`src/rtl/i2c_pkg.sv`:
```
// Shared definitions for the I2C register-access master: FSM state codes,
// (SCL,SDA) quarter patterns for START/STOP, transfer direction codes and
// the quarter-period helper used to size the bit-slot divider.
package i2c_pkg;

   typedef logic [3:0] state_t;

   localparam state_t ST_IDLE    = 4'd0;
   localparam state_t ST_START   = 4'd1;
   localparam state_t ST_TX_BYTE = 4'd2;
   localparam state_t ST_RX_ACK  = 4'd3;
   localparam state_t ST_RSTART  = 4'd4;
   localparam state_t ST_RX_BYTE = 4'd5;
   localparam state_t ST_TX_NAK  = 4'd6;
   localparam state_t ST_STOP    = 4'd7;
   localparam state_t ST_GAP     = 4'd8;

   // (SCL,SDA) per quarter
   localparam logic [1:0] START_Q0 = 2'b01;
   localparam logic [1:0] START_Q1 = 2'b11;
   localparam logic [1:0] START_Q2 = 2'b10;
   localparam logic [1:0] START_Q3 = 2'b00;
   localparam logic [1:0] STOP_Q0  = 2'b00;
   localparam logic [1:0] STOP_Q1  = 2'b10;
   localparam logic [1:0] STOP_Q2  = 2'b11;
   localparam logic [1:0] STOP_Q3  = 2'b11;

   localparam logic RW_WRITE = 1'b0;
   localparam logic RW_READ  = 1'b1;

   // Quarter-period length in system clocks, never below one clock.
   function automatic int f_qtr(input int clk_hz, input int i2c_hz);
      int q;
      q = clk_hz / (4 * i2c_hz);
      if (q < 1) q = 1;
      return q;
   endfunction

endpackage

```
`src/rtl/i2c_qtr_tick.sv`:
```
// Quarter-period divider. A down-counter loads QTR-1 and pulses qtr_end at
// terminal count; the 2-bit quarter index advances on every pulse. While en is
// low the divider is parked at the start of quarter 0. stall freezes it.
module i2c_qtr_tick #(
   parameter int QTR = 125
) (
   input  logic       clk,
   input  logic       rst_n,
   input  logic       en,
   input  logic       stall,
   output logic       qtr_end,
   output logic       qtr_first,
   output logic [1:0] qtr_idx
);

   localparam int CW = (QTR > 1) ? $clog2(QTR) : 1;
   localparam logic [CW-1:0] CNT_LOAD = CW'(QTR - 1);

   logic [CW-1:0] cnt_q, cnt_d;
   logic [1:0]    idx_q, idx_d;

   assign qtr_end   = en && !stall && (cnt_q == '0);
   assign qtr_first = (cnt_q == CNT_LOAD);
   assign qtr_idx   = idx_q;

   // next count / quarter index
   always_comb begin
      cnt_d = cnt_q;
      idx_d = idx_q;
      if (!en) begin
         cnt_d = CNT_LOAD;
         idx_d = 2'd0;
      end else if (!stall) begin
         if (cnt_q == '0) begin
            cnt_d = CNT_LOAD;
            idx_d = idx_q + 2'd1;
         end else begin
            cnt_d = cnt_q - CW'(1);
         end
      end
   end

   // divider registers
   always_ff @(posedge clk or negedge rst_n) begin
      if (!rst_n) begin
         cnt_q <= CNT_LOAD;
         idx_q <= 2'd0;
      end else begin
         cnt_q <= cnt_d;
         idx_q <= idx_d;
      end
   end

endmodule

```
`src/rtl/i2c_reg_ctrl.sv`:
```
// I2C master for single-byte register writes/reads at a fixed device ID.
// Optional macro I2C_CLK_STRETCH_EN adds scl_i and lets a slave stretch the
// high phase: the divider holds on the first clock of Q2 until scl_i reads 1.
//
// state    | meaning
// ---------+-------------------------------------------------------------
// IDLE     | bus idle, cmd_ready high (one cycle after returning here)
// START    | START condition slot
// TX_BYTE  | shift out byte selected by byte index, MSB first
// RX_ACK   | release SDA, sample slave ACK; NAK aborts to STOP
// RSTART   | repeated START before the read device byte
// RX_BYTE  | release SDA, shift in read data MSB first
// TX_NAK   | master NAK (SDA released) after the read byte
// STOP     | STOP condition slot
// GAP      | one idle slot; rsp_valid pulses as it ends
module i2c_reg_ctrl
   import i2c_pkg::*;
#(
   parameter int         CLK_FREQ_HZ = 50_000_000,
   parameter int         I2C_FREQ_HZ = 100_000,
   parameter logic [6:0] DEV_ID      = 7'h1E
) (
   input  logic       clk,
   input  logic       rst_n,
   input  logic       cmd_valid,
   output logic       cmd_ready,
   input  logic       cmd_rw,
   input  logic [7:0] cmd_addr,
   input  logic [7:0] cmd_wdat,
   output logic       rsp_valid,
   output logic [7:0] rsp_rdat,
   output logic       rsp_err,
   output logic       scl,
   output logic       sda_o,
   output logic       sda_oe,
`ifdef I2C_CLK_STRETCH_EN
   input  logic       scl_i,
`endif
   input  logic       sda_i
);

   localparam int QTR = f_qtr(CLK_FREQ_HZ, I2C_FREQ_HZ);

   state_t      state_q, state_d;
   logic [1:0]  byte_idx_q, byte_idx_d;
   logic [2:0]  bit_q, bit_d;
   logic        rw_q, rw_d;
   logic [7:0]  addr_q, addr_d;
   logic [7:0]  wdat_q, wdat_d;
   logic        ack_q, ack_d;
   logic [7:0]  rx_q, rx_d;
   logic        err_q, err_d;
   logic        cmd_ready_q, cmd_ready_d;
   logic        rsp_valid_q, rsp_valid_d;
   logic [7:0]  rsp_rdat_q, rsp_rdat_d;
   logic        rsp_err_q, rsp_err_d;

   logic        qtr_end, qtr_first, stall;
   logic [1:0]  qtr_idx;
   logic        slot_end, sample, accept, ack_now;
   logic [7:0]  tx_byte;
   logic        tx_bit;
   logic [1:0]  bus;

   i2c_qtr_tick #(.QTR(QTR)) u_tick (
      .clk       (clk),
      .rst_n     (rst_n),
      .en        (state_q != ST_IDLE),
      .stall     (stall),
      .qtr_end   (qtr_end),
      .qtr_first (qtr_first),
      .qtr_idx   (qtr_idx)
   );

`ifdef I2C_CLK_STRETCH_EN
   assign stall = (qtr_idx == 2'd2) && qtr_first && !scl_i;
`else
   assign stall = 1'b0;
`endif

   assign slot_end = qtr_end && (qtr_idx == 2'd3);
   // with QTR=1 the sample clock is also the slot-end clock
   assign sample   = (state_q != ST_IDLE) && (qtr_idx == 2'd3) && qtr_first;
   assign ack_now  = sample ? sda_i : ack_q;
   assign accept   = cmd_valid && cmd_ready_q;

   // byte to transmit for the current byte index
   always_comb begin
      tx_byte = addr_q;
      case (byte_idx_q)
         2'd0:    tx_byte = {DEV_ID, 1'b0};
         2'd1:    tx_byte = addr_q;
         default: tx_byte = (rw_q == RW_READ) ? {DEV_ID, 1'b1} : wdat_q;
      endcase
   end

   assign tx_bit = tx_byte[3'd7 - bit_q];

   // sequencing and response generation
   always_comb begin
      state_d     = state_q;
      byte_idx_d  = byte_idx_q;
      bit_d       = bit_q;
      rw_d        = rw_q;
      addr_d      = addr_q;
      wdat_d      = wdat_q;
      ack_d       = ack_q;
      rx_d        = rx_q;
      err_d       = err_q;
      rsp_valid_d = 1'b0;
      rsp_rdat_d  = rsp_rdat_q;
      rsp_err_d   = rsp_err_q;
      cmd_ready_d = (state_q == ST_IDLE) && !accept;

      case (state_q)
         ST_IDLE: begin
            if (accept) begin
               state_d    = ST_START;
               byte_idx_d = 2'd0;
               bit_d      = 3'd0;
               err_d      = 1'b0;
               rw_d       = cmd_rw;
               addr_d     = cmd_addr;
               wdat_d     = cmd_wdat;
            end
         end
         ST_START, ST_RSTART: begin
            if (slot_end) state_d = ST_TX_BYTE;
         end
         ST_TX_BYTE: begin
            if (slot_end) begin
               bit_d = bit_q + 3'd1;
               if (bit_q == 3'd7) state_d = ST_RX_ACK;
            end
         end
         ST_RX_ACK: begin
            if (sample) ack_d = sda_i;
            if (slot_end) begin
               if (ack_now) begin
                  err_d   = 1'b1;
                  state_d = ST_STOP;
               end else begin
                  case (byte_idx_q)
                     2'd0: begin
                        byte_idx_d = 2'd1;
                        state_d    = ST_TX_BYTE;
                     end
                     2'd1: begin
                        byte_idx_d = 2'd2;
                        state_d    = (rw_q == RW_READ) ? ST_RSTART : ST_TX_BYTE;
                     end
                     default: begin
                        state_d = (rw_q == RW_READ) ? ST_RX_BYTE : ST_STOP;
                     end
                  endcase
               end
            end
         end
         ST_RX_BYTE: begin
            if (sample) rx_d = {rx_q[6:0], sda_i};
            if (slot_end) begin
               bit_d = bit_q + 3'd1;
               if (bit_q == 3'd7) state_d = ST_TX_NAK;
            end
         end
         ST_TX_NAK: begin
            if (slot_end) state_d = ST_STOP;
         end
         ST_STOP: begin
            if (slot_end) state_d = ST_GAP;
         end
         ST_GAP: begin
            if (slot_end) begin
               state_d     = ST_IDLE;
               rsp_valid_d = 1'b1;
               rsp_err_d   = err_q;
               if ((rw_q == RW_READ) && !err_q) rsp_rdat_d = rx_q;
            end
         end
         default: state_d = ST_IDLE;
      endcase
   end

   // (SCL,SDA) drive decode; SDA value 1 means released
   always_comb begin
      bus = 2'b11;
      case (state_q)
         ST_START, ST_RSTART: begin
            case (qtr_idx)
               2'd0:    bus = START_Q0;
               2'd1:    bus = START_Q1;
               2'd2:    bus = START_Q2;
               default: bus = START_Q3;
            endcase
         end
         ST_STOP: begin
            case (qtr_idx)
               2'd0:    bus = STOP_Q0;
               2'd1:    bus = STOP_Q1;
               2'd2:    bus = STOP_Q2;
               default: bus = STOP_Q3;
            endcase
         end
         ST_TX_BYTE:                        bus = {qtr_idx[1], tx_bit};
         ST_RX_ACK, ST_RX_BYTE, ST_TX_NAK:  bus = {qtr_idx[1], 1'b1};
         default:                           bus = 2'b11;
      endcase
   end

   assign scl       = bus[1];
   assign sda_oe    = ~bus[0];
   assign sda_o     = 1'b0;
   assign cmd_ready = cmd_ready_q;
   assign rsp_valid = rsp_valid_q;
   assign rsp_rdat  = rsp_rdat_q;
   assign rsp_err   = rsp_err_q;

   // state and datapath registers
   always_ff @(posedge clk or negedge rst_n) begin
      if (!rst_n) begin
         state_q     <= ST_IDLE;
         byte_idx_q  <= 2'd0;
         bit_q       <= 3'd0;
         rw_q        <= RW_WRITE;
         addr_q      <= 8'h00;
         wdat_q      <= 8'h00;
         ack_q       <= 1'b0;
         rx_q        <= 8'h00;
         err_q       <= 1'b0;
         cmd_ready_q <= 1'b0;
         rsp_valid_q <= 1'b0;
         rsp_rdat_q  <= 8'h00;
         rsp_err_q   <= 1'b0;
      end else begin
         state_q     <= state_d;
         byte_idx_q  <= byte_idx_d;
         bit_q       <= bit_d;
         rw_q        <= rw_d;
         addr_q      <= addr_d;
         wdat_q      <= wdat_d;
         ack_q       <= ack_d;
         rx_q        <= rx_d;
         err_q       <= err_d;
         cmd_ready_q <= cmd_ready_d;
         rsp_valid_q <= rsp_valid_d;
         rsp_rdat_q  <= rsp_rdat_d;
         rsp_err_q   <= rsp_err_d;
      end
   end

endmodule

```
`config.mk`:
```
export PLATFORM = sky130hd
export DESIGN_NAME = i2c_reg_ctrl
export DESIGN_NICKNAME = d
export VERILOG_FILES = /design/src/rtl/i2c_pkg.sv /design/src/rtl/i2c_qtr_tick.sv /design/src/rtl/i2c_reg_ctrl.sv
export SDC_FILE = /design/constraint.sdc
export NUM_CORES = 1
export LEC_CHECK = 0
export BUFFER_PORTS_ARGS = -buffer_cell sky130_fd_sc_hd__buf_2
export CORE_MARGIN = 4
export CORE_UTILIZATION = 40
export CTS_CLUSTER_DIAMETER = 80
export CTS_CLUSTER_SIZE = 40
export DETAILED_ROUTE_END_ITERATION = 10
export PLACE_DENSITY = 0.58
export SYNTH_ARGS = -nofsm -noshare
export SYNTH_HDL_FRONTEND = slang
export SYNTH_SLANG_ARGS = --single-unit
export TNS_END_PERCENT = 5
```
`constraint.sdc`:
```
create_clock -name clk -period 2.1 [get_ports clk]
set_input_delay 0.63 -clock clk [delete_from_list [all_inputs] [get_ports clk]]
set_output_delay 0.63 -clock clk [all_outputs]
set_load 0.02 [all_outputs]
```
* Yosys cells after proc, flatten, opt, wreduce, memory -nomap -nowiden
Cells that the tools add are included.
** Word-level totals
- Register bits after elaboration :: 56
- Input port bits :: 21
- Output and inout bits :: 14
- Logic and storage cells :: 118
** Operators by class
- Add/subtract/negate cells :: 4
- $lt $le $gt $ge :: 1
- Equal/unequal tests :: 29
- Muxes and demuxes :: 41
- Bitwise operators :: 1
- Reductions and logical operators :: 27
** Operators with widths (count)
- two-way mux 4 bit :: 10
- case mux 4 bit (8 select lines) :: 1
- inequality test 2 bit, second input constant :: 13
- == test 4 x 3 -> 1 bit, second input constant :: 4
- case mux 8 bit (2 select lines) :: 1
- two-way mux 7 bit :: 2
- two-way mux 2 bit :: 6
- two-way mux 3 bit :: 4
- case mux 2 bit (2 select lines) :: 3
- case mux 3 bit (2 select lines) :: 2
- AND reduction 10 bit :: 1
- == test 4 x 2 -> 1 bit, second input constant :: 2
- two-way mux 8 bit :: 1
- case mux 2 bit (4 select lines) :: 1
- == test 7 bit, second input constant :: 1
- logical AND 1 bit :: 7
- zero test 7 bit :: 1
- two-way mux 1 bit :: 7
- subtractor 7 x 1 -> 7 bit, second input constant :: 1
- case mux 2 bit (3 select lines) :: 1
- AND reduction 2 bit :: 3
- AND reduction 3 bit :: 2
- AND reduction 5 bit :: 1
- == test 2 x 1 -> 1 bit, second input constant :: 2
- other kinds (21) :: 26

* Depth between registers and ports, before layout
Gate-level depths: netlist of the first run.
- Depth after elaboration :: 7
- Mapped depth :: 7

* By module
From an unflattened synthesis of the first run, not the netlist that was laid out.
** Second synthesis, totals
- Cells, all modules :: 271
- Area total of the unflattened synthesis :: 3059.2 sq um
** By module, submodules not included
- i2c_reg_ctrl :: times used 1, cells each 203, area an instance 2446.1 sq um
- i2c_qtr_tick :: times used 1, cells each 68, area an instance 613.1 sq um

* Worst setup path after synthesis of the first run
No wires, ideal clock.
- Kind :: reg2out
- From :: register byte_idx_q[1]
- To :: output sda_oe
- Arrival :: 2.286 ns
- Data required time :: 1.470 ns
- Path slack :: -0.816 ns
- Cell stages (with the launch flop) :: 8
- Buffers on the path :: 2
- Cell sequence :: dfrtp_1 -> buf_2 -> nand2b_1 -> buf_2 -> a211oi_1 -> o311a_1 -> a211oi_1 -> a2111oi_0
** Between the ends
- Cells in the longest elaborated chain, start to end :: 6
- Elaborated cells between the ends (all ways) :: 7
- Classes of those cells :: eq/ne (1); mux (4); bitwise (1); reduce/logical (1)
** RTL lines
- start: declaration :: RTL line i2c_reg_ctrl.sv:45 : logic [1:0] byte_idx_q, byte_idx_d;
- start signal: assignment :: RTL line i2c_reg_ctrl.sv:236 : byte_idx_q <= byte_idx_d;
- == test 2 x 1 -> 1 bit / zero test 2 bit (equally long branches) :: RTL line i2c_reg_ctrl.sv:90 : case (byte_idx_q)
- case mux 8 bit (2 select lines) (*) :: RTL line i2c_reg_ctrl.sv:90
- binary-select mux 1 bit (select 3 bit) (*) :: RTL line i2c_reg_ctrl.sv:97 : assign tx_bit = tx_byte[3'd7 - bit_q];
- two-way mux 1 bit (implied by the code) (*) :: RTL line i2c_reg_ctrl.sv:97
- case mux 2 bit (4 select lines) (*) :: RTL line i2c_reg_ctrl.sv:187 : case (state_q)
- NOT 1 bit (*) :: RTL line i2c_reg_ctrl.sv:211 : assign sda_oe = ~bus[0];
- end: declaration :: RTL line i2c_reg_ctrl.sv:35 : output logic sda_oe,
Mark *: on every way between the ends. The rest lies on a longest branch, timed or not. The select of a mux whose other input is x is not followed.

* Worst setup path in the final report of the first run
- From :: register state_q[3]
- To :: output sda_oe
** Between the ends
- Cells in the longest elaborated chain, start to end :: 4
- Elaborated cells between the ends (all ways) :: 11
- Classes of those cells :: eq/ne (7); mux (1); bitwise (1); reduce/logical (2)
** RTL lines
- start: declaration :: RTL line i2c_reg_ctrl.sv:44 : state_t state_q, state_d;
- start signal: assignment :: RTL line i2c_reg_ctrl.sv:235 : state_q <= state_d;
- == test 4 x 2 -> 1 bit, or another cell as far along :: RTL line i2c_reg_ctrl.sv:187
- OR reduction 3 bit / OR reduction 2 bit (equally long branches) :: RTL line i2c_reg_ctrl.sv:187
- case mux 2 bit (4 select lines) (*) :: RTL line i2c_reg_ctrl.sv:187
- NOT 1 bit (*) :: RTL line i2c_reg_ctrl.sv:211
Mark *: on every way between the ends. The rest lies on a longest branch, timed or not.

==> results of run 1 <==
==> cell type report <==
class                      count  area (sq um)  share of cell area
multi-input combinational    205          1540               0.415
clock inverter                 3          25.0             0.00675
timing repair buffer          74           494               0.133
sequential                    56          1410               0.381
clock buffer                   5          68.8              0.0186
inverter                      13          48.8              0.0132
tap                           96           120              0.0324
==> worst max-delay path, stage by stage, from the launching register on <==
cell and delay (ns):
dfrtp_1 0.40, or4b_4 0.57, nor2_2 0.11, nor4b_4 0.24
a2111oi_4 0.11, buf_4 0.17
==> repair_timing <==
action                     4_1_cts  5_1_grt
resized for setup                9       20
setup buffers                    3        1
hold buffers                     0        0
setup endpoints to repair        2       23
pin swaps                        2        4
==> per-stage QoR <==
step	setup slack, ns	utilization	hold WS [ns]
global route	-0.525	0.536	0.300
floorplan	-0.103	-	0.334
detailed placement	-0.195	0.498	0.460
global placement	-0.175	0.498	0.438
CTS	-0.451	0.522	0.294
finish	-0.441	0.536	0.288
==> report_power, final <==
| group | total (W) | leakage [nW] | switching, W | internal (W) |
|---|---|---|---|---|
| clock | 0.000616 | 0.0452 | 0.000373 | 0.000244 |
| sequential | 0.00164 | 0.721 | 0.000264 | 0.00138 |
| combinational | 0.00213 | 0.992 | 0.00113 | 0.00100 |
| total | 0.00439 | 1.76 | 0.00177 | 0.00262 |
==> cells in the final DEF, fill, tap and decap left out, types with 2 or more instances in the layout <==
cell type  count
nand2_1       71
dfrtp_1       48
buf_4         41
buf_2         31
nor2_1        14
inv_1         13
mux2_1        10
a21oi_1        7
mux2_2         7
ha_1           7
o21ai_0        5
clkbuf_8       5
dfstp_2        5
a31oi_1        4
xnor2_1        4
a211oi_1       3
or4_4          3
a21oi_2        3
nor3_1         3
a2111oi_4      3
nand3_1        3
xor2_1         3
dfrtp_2        3
o21ai_1        2
nor2_2         2
nor2b_1        2
mux2i_1        2
o221ai_2       2
nand3_2        2
o2111ai_1      2
nor4_4         2
or3_1          2
and3_1         2
a21o_1         2
o31ai_1        2
o21ai_2        2
inv_6          2
==> cells by family after synthesis <==
| group | Yosys count |
|---|---|
| AO/OA/AOI/OAI | 48 |
| XOR/XNOR | 7 |
| other | 1 |
| adder cells (fa/ha/maj) | 9 |
| flip-flops | 56 |
| multiplexers | 19 |
| buffers and inverters | 26 |
| AND/OR/NAND/NOR | 121 |
==> registers in the layout, indices dropped and copies added, names as in the netlist, 2 cells and up <==
name	flops
u_tick.qtr_idx	2
addr_q	8
bit_q	3
byte_idx_q	2
wdat_q	8
u_tick.cnt_q	7
rx_q	8
state_q	4
rsp_rdat	8
==> metal layers <==
metal	GRT usage	vias to the layer above	share of wire
met5	0	-	0
met4	0.0452	0	0.012
met3	0.0301	7	0.045
met2	0.224	49	0.46
met1	0.205	1071	0.49
li1	-	1136	-
==> worst paths after layout <==
check / endpoint / slack, ns / cells after the start
max: sda_oe / -0.44 / 5
min: u_tick.cnt_q[1] / 0.29 / 2
max reg2reg: state_q[3] / 0.02 / 9
min reg2reg: u_tick.cnt_q[0] / 0.47 / 1
max in group asynchronous: u_tick.cnt_q[6] / 1.53 / 2
min in group clk: u_tick.cnt_q[0] / 0.47 / 1
==> impl_metrics.toml, run 1 <==
[logic_synthesis]
yosysTopAreaCellShare = 0.442
synth.cell_area_sq_mm = 0.00289
synth_common_cells = "nand2_1, dfrtp_1, nor2_1, inv_1"
synth_top_family_by_area = "simple AND/OR/NAND/NOR gates"
ys_seq_elements = 56
yosysMostFrequentCell = "nand2_1"
synth_top_area_cell = "dfrtp_1"
muxShareOfSynthArea = 0.0733
synth_compound_area_frac = 0.127
avgSynthCellArea_sq_um = 10.1
synthArstFlopShare = 1.00
synthCells = 287
synthAdderAreaFrac = 0.0381
synth_cell_types = 58
synth_ff_type = "dfrtp_1"
yosys.area_share.simple = 0.209
synthXorXnorAreaFrac = 0.0212
synth_nets = 316
synth-seq-area-share = 0.488
synth_area_leaders = "dfrtp_1, nand2_1, dfstp_2"
synth_edf_count = 0
synth_warnings = 0

[routing]
num_vias = 2263
antenna_left = 0
via_per_inst = 5.01
drc = 0
post_drt_wl_per_cell_um = 13.6
drtIter0Drc = 99
totalWireLength_um = 6150
first_pass_iters = 4

[clock_tree]
root_buffer = "clkbuf_8"
cts_buffers = 5
cts_htree_levels = 2
clk_pin_slew_worst_paths_ns = 0.10
tritoncts = "built"
clk_latency_ns = 0.32
cts_buffer_depth = 2
cts.sinks = 56

[placement]
post-place-cells = 440
place.detailed.hpwl_um = 4560
io_buffers = 33
routabilityCongestion = 0.849
detailed_place.area_sq_mm = 0.00344

[floorplan]
die_height_um = 93.0
io_pins = 35
dieWidth_um = 93.0
rows = 30
start_util = 0.418
fp.dieArea_sq_mm = 0.00864
core_sq_mm = 0.00691

[global_routing]
grtUsageTotal = 0.146
grt_pass1_wl_um = 10100
antenna_found_initial = 0
grt_pass1_vias = 2128
grt-ovfl-total = 0
grt_max_degree = 57

[worst_setup_path]
critical_path.startpoint = "state_q[3]"
startpoint_type = "register"
timing.rr.start = "u_tick.qtr_idx[0]"
end_kind = "primary output"
worst-setup-path-type = "reg -> out"
critPathRequiredTime_ns = 1.47
critPathMaxFanout = 3
worstPathArrival_ns = 1.91

[pwr]
pwr_density_cell_mw_per_mm2 = 1180
p_total_w = 0.00439
p_leak_nw = 1.76
vdd_drop_max_v = 0.000527

[timing]
slew_viol_final = 0
hold_violations = 0
fin_crit_ns = 2.54
post-route-period-util = 1.21
clock.fmax_ghz = 0.394
setup_slack_ns = -0.441
setup_tns_ns = -0.690
skew_ns = 0.00868
finalSetupViolations = 2
rsz0062_at_grt = "true"

[flow_run]
drv_cap = 0

[run_status]
violations = "setup timing"
status = "finished with violations"

[worst_hold_path]
hold_path.class = "in -> async"

[layout]
nets = 384
antenna_cells = 0
area_growth_pct = 28.3
final_cells = 452
n_fill_cell = 665
stdcell_area_sq_mm = 0.00370
drive_gt1_frac = 0.379
Note: power is estimated with default switching activity, not from simulation.
==> run 2: changes to the inputs <==
--- a/config.mk
+++ b/config.mk
@@ -8,4 +8,3 @@
 export BUFFER_PORTS_ARGS = -buffer_cell sky130_fd_sc_hd__buf_2
-export CORE_MARGIN = 4
-export CORE_UTILIZATION = 40
+export CORE_UTILIZATION = 52
 export CTS_CLUSTER_DIAMETER = 80
@@ -13,3 +12,3 @@
 export DETAILED_ROUTE_END_ITERATION = 10
-export PLACE_DENSITY = 0.58
+export PLACE_DENSITY = 0.72
 export SYNTH_ARGS = -nofsm -noshare
==> constraint.sdc (replaced) <==
create_clock -name clk -period 2.1 [get_ports clk]
set_input_delay 0.21 -clock clk [delete_from_list [all_inputs] [get_ports clk]]
set_output_delay 0.21 -clock clk [all_outputs]
set_load 0.02 [all_outputs]
==> impl_metrics.toml, run 2 (same netlist as run 1, synthesis figures left out) <==
[timing]
rsz0062_at_grt = "true"
finalSetupViolations = 1
setup_slack_ns = -0.115
skew_ns = 0.00914
hold_violations = 0
clock.fmax_ghz = 0.451
setup_tns_ns = -0.115
post-route-period-util = 1.05
fin_crit_ns = 2.21
slew_viol_final = 0

[layout]
n_fill_cell = 414
area_growth_pct = 23.0
final_cells = 416
nets = 374
seq_area_sq_mm = 0.00141
final_common_cell = "nand2_1"
drive_gt1_frac = 0.353
final_cell_mix = "nand2_1, dfrtp_1, buf_2"
multi_input_area_sq_mm = 0.00148
antenna_cells = 0

[routing]
post_drt_wl_per_cell_um = 14.3
num_vias = 2245
totalWireLength_um = 5950
first_pass_iters = 4
drc = 0
drtIter0Drc = 102
via_per_inst = 5.40
antenna_left = 0

[global_routing]
grt_pass1_wl_um = 10500
grt_pass1_vias = 2343
grtUsageTotal = 0.223
grt-ovfl-total = 0
antenna_found_initial = 0
grt_max_degree = 57

[worst_setup_path]
timing.rr.start = "u_tick.qtr_idx[0]"
end_kind = "primary output"
crit_path_cell_trace = "or4b_4, nor2_2, nor4b_4, a2111oi_2, buf_4"
critical_path.max_stage_delay_ns = 0.58
slowest_stage = "or4b_4"
critPathMaxFanout = 6
reg2reg_to = "state_q[3]"
startpoint_type = "register"
critPathRequiredTime_ns = 1.89
rr_worst_depth = 7
worstPathArrival_ns = 2.00
rrSetupSlack_ns = 0.10
worst-setup-path-type = "reg -> out"

[floorplan]
io_pins = 35
dieWidth_um = 76.5
fp.dieArea_sq_mm = 0.00585
die_height_um = 76.5
start_util = 0.551
rows = 26
core_sq_mm = 0.00524

[clock_tree]
cts_buffer_depth = 2
clk_latency_ns = 0.32
cts.sinks = 56
clk_pin_slew_worst_paths_ns = 0.11
cts_htree_levels = 2
cts_buffers = 5
root_buffer = "clkbuf_8"
tritoncts = "built"

[placement]
post-place-cells = 400
place.detailed.hpwl_um = 4190
routabilityCongestion = 0.820
io_buffers = 33
dpl_worst_slack_ns = 0.0902

[flow_run]
drv_cap = 0

[pwr]
p_total_w = 0.00417
pwr_density_cell_mw_per_mm2 = 1180
vdd_drop_max_v = 0.000589
p_leak_nw = 1.70

[run_status]
violations = "setup timing"
status = "finished with violations"

[worst_hold_path]
hold_path.class = "in -> reg"
hold_end = "wdat_q[3]"
worstHoldStart = "cmd_wdat[3]"
holdPathStages = 3
==> run 2: cell types whose count changed in the layout (fill, tap and decap cells not counted), sizes merged <==
cell         previous run  this run
buf                    74        63
inv                    15        14
dlygate4sd3             0         1
clkinv                  0         1
==> run 2: worst max-delay path by stage <==
stage | from | to | cells past startpoint
final | state_q[3] | sda_oe | 5
after global routing | bit_q[0] | sda_oe | 7
after CTS | byte_idx_q[1] | sda_oe | 6
after detailed placement | u_tick.cnt_q[0] | rsp_rdat[7] | 7
after global placement | state_q[3] | sda_oe | 5
after floorplan | byte_idx_q[1] | sda_oe | 7
==> run 2: final cells by class <==
cell class / instances / share of cell area
clock buffers: 5 / 0.0194
well taps: 70 / 0.0247
inverters: 13 / 0.0137
flip-flops and latches: 56 / 0.398
clock inverters: 3 / 0.00775
repair buffers: 64 / 0.119
multi-input cells: 205 / 0.417
==> run 2: per-stage QoR <==
step / cell area (sq um) / hold WS, ns / util
after global placement: 3260 / 0.232 / 0.622
after floorplan: 2890 / -0.0856 / -
after CTS: 3520 / 0.0722 / 0.672
after detailed placement: 3260 / 0.232 / 0.622
after global routing: 3550 / 0.0767 / 0.678
final: 3550 / 0.0735 / 0.678
==> run 2: layer usage <==
layer / global-route usage / part of all wire
met2: 0.373 / 0.48
met4: 0.0558 / 0.014
met1: 0.297 / 0.47
met5: 0 / 0
met3: 0.0455 / 0.042
==> run 2: what timing repair did <==
item / in CTS / in global routing
cloned: 0 / 0
pin swaps: 3 / 0
hold buffers: 1 / 0
setup endpoints to repair: 1 / 21
resized for setup: 24 / 10
setup buffers: 7 / 0
endpoints found under the hold margin: 51 / 0
==> run 2: power breakdown <==
group / leakage [nW] / switching (W) / internal, W
clock network: 0.0463 / 0.000375 / 0.000246
logic: 0.933 / 0.00105 / 0.000844
registers: 0.718 / 0.000286 / 0.00138
==> run 2: critical path, delay by kind of cell (launching register included) <==
family          cells  cell delay [ns]
simple gates        3             0.96
buf+inv             1             0.17
compound gates      1             0.11
flops               1             0.46
==> run 3: changes to the inputs <==
- BUFFER_PORTS_ARGS: -buffer_cell sky130_fd_sc_hd__buf_2 -> default
- CORE_UTILIZATION: 52 -> 57
- DONT_BUFFER_PORTS: default -> 1
- clock period: 2.1 -> 1.8 ns (I/O delays scaled with it)
==> impl_metrics.toml, run 3 (same netlist as run 1, synthesis figures left out) <==
[run_status]
status = "finished with violations"
violations = "setup timing"

[timing]
skew_ns = 0.00545
setup_slack_ns = -0.354
clock.fmax_ghz = 0.464
post-route-period-util = 1.20
fin_crit_ns = 2.15
finalSetupViolations = 21
slew_viol_final = 0
setup_tns_ns = -2.53
rsz0062_at_grt = "true"
hold_violations = 0

[global_routing]
antenna_found_initial = 0
grt_max_degree = 57
grtUsageTotal = 0.279
grt-ovfl-total = 0
grt_pass1_wl_um = 11100
grt_pass1_vias = 2329

[pwr]
p_leak_nw = 1.78
vdd_drop_max_v = 0.000939
pwr_density_cell_mw_per_mm2 = 1380
p_total_w = 0.00538

[clock_tree]
cts_buffers = 5
clk_pin_slew_worst_paths_ns = 0.10
root_buffer = "clkbuf_8"
cts_htree_levels = 2
cts_buffer_depth = 2
clk_latency_ns = 0.31
tritoncts = "built"
cts.sinks = 56

[worst_setup_path]
rrSetupSlack_ns = -0.20
worstPathArrival_ns = 1.97
end_kind = "primary output"
worst-setup-path-type = "reg -> out"
critical_path.startpoint = "byte_idx_q[1]"
critPathRequiredTime_ns = 1.62
rr_worst_depth = 7
reg2reg_to = "state_q[2]"
timing.rr.start = "state_q[2]"
startpoint_type = "register"
critPathMaxFanout = 6

[placement]
dpl_worst_slack_ns = -0.105
routabilityCongestion = 0.806
io_buffers = 0
place.detailed.hpwl_um = 4440

[routing]
num_vias = 2446
drtIter0Drc = 112
totalWireLength_um = 7420
post_drt_wl_per_cell_um = 17.5
first_pass_iters = 4
via_per_inst = 5.76
antenna_left = 0
drc = 0

[floorplan]
die_height_um = 73.2
rows = 25
core_sq_mm = 0.00479
fp.dieArea_sq_mm = 0.00535
io_pins = 35
dieWidth_um = 73.2
start_util = 0.603

[layout]
finish.utilization = 0.818
nets = 386
area_growth_pct = 35.6
drive_gt1_frac = 0.358
final_common_cell = "nand2_1"
antenna_cells = 0
final_cell_mix = "nand2_1, dfrtp_1, buf_4"

[worst_hold_path]
hold_end = "ack_q"
hold_path.class = "in -> reg"
worstHoldStart = "sda_i"
holdPathStages = 4

[flow_run]
drv_cap = 0
==> run 3: cell count changes in the layout (fill, tap and decap cells not counted), sizes merged <==
cell | previous run | this run
buf | 63 | 56
dlygate4sd3 | 1 | 20
==> run 3: final cells by class <==
| type | instances | area [sq um] |
|---|---|---|
| Inverter | 13 | 48.8 |
| Tap cell | 67 | 83.8 |
| Fill cell | 269 | 871 |
| Multi-Input combinational cell | 205 | 1600 |
| Clock inverter | 3 | 21.3 |
| Sequential cell | 56 | 1410 |
| Clock buffer | 5 | 68.8 |
| Timing Repair Buffer | 76 | 683 |
==> run 3: worst max-delay path, stage by stage, from the launching register on <==
cell and delay (ns):
dfrtp_1 0.44, buf_4 0.16, nor2b_4 0.06, a2111oi_4 0.41, nor4b_4 0.09, a2111oi_4 0.50
==> run 3: repair_timing <==
| action | CTS | global route |
|---|---|---|
| setup endpoints to repair | 24 | 46 |
| pin swaps | 5 | 6 |
| hold buffers | 21 | 0 |
| endpoints found under the hold margin | 75 | 0 |
| resized for setup | 30 | 29 |
| buffers inserted | 3 | 5 |
==> run 3: through the flow <==
| step | area, sq um | hold slack [ns] | cells |
|---|---|---|---|
| final | 3920 | 0.257 | 425 |
| after global routing | 3920 | 0.271 | 425 |
| after CTS | 3770 | 0.262 | 420 |
| after detailed placement | 3290 | -0.114 | 388 |
| after global placement | 3290 | -0.114 | 388 |
| after floorplan | 2910 | -0.116 | 287 |
==> run 3: power breakdown <==
| part | internal [W] | switching, W | total (W) | leakage [nW] |
|---|---|---|---|---|
| clock | 0.000277 | 0.000426 | 0.000703 | 0.0445 |
| combinational | 0.00131 | 0.00140 | 0.00271 | 1.02 |
| sequential | 0.00160 | 0.000367 | 0.00197 | 0.721 |
| total | 0.00319 | 0.00220 | 0.00538 | 1.78 |
==> run 3: worst max-delay path by stage <==
stage                      end  slack [ns]  cells past startpoint
floorplan               sda_oe       -0.03                      5
global placement    state_q[3]       -0.05                      7
detailed placement      sda_oe       -0.11                      4
CTS                     sda_oe       -0.30                      6
global route            sda_oe       -0.40                      5
finish                  sda_oe       -0.35                      5
==> run 3: per-layer routing <==
metal,vias up,wire length [um],part of all wire,global-route usage
met3,16,270,0.036,0.0442
met2,79,3730,0.50,0.481
met5,-,0,0,0
met4,0,218,0.029,0.0850
li1,1138,-,-,-
met1,1213,3200,0.43,0.360
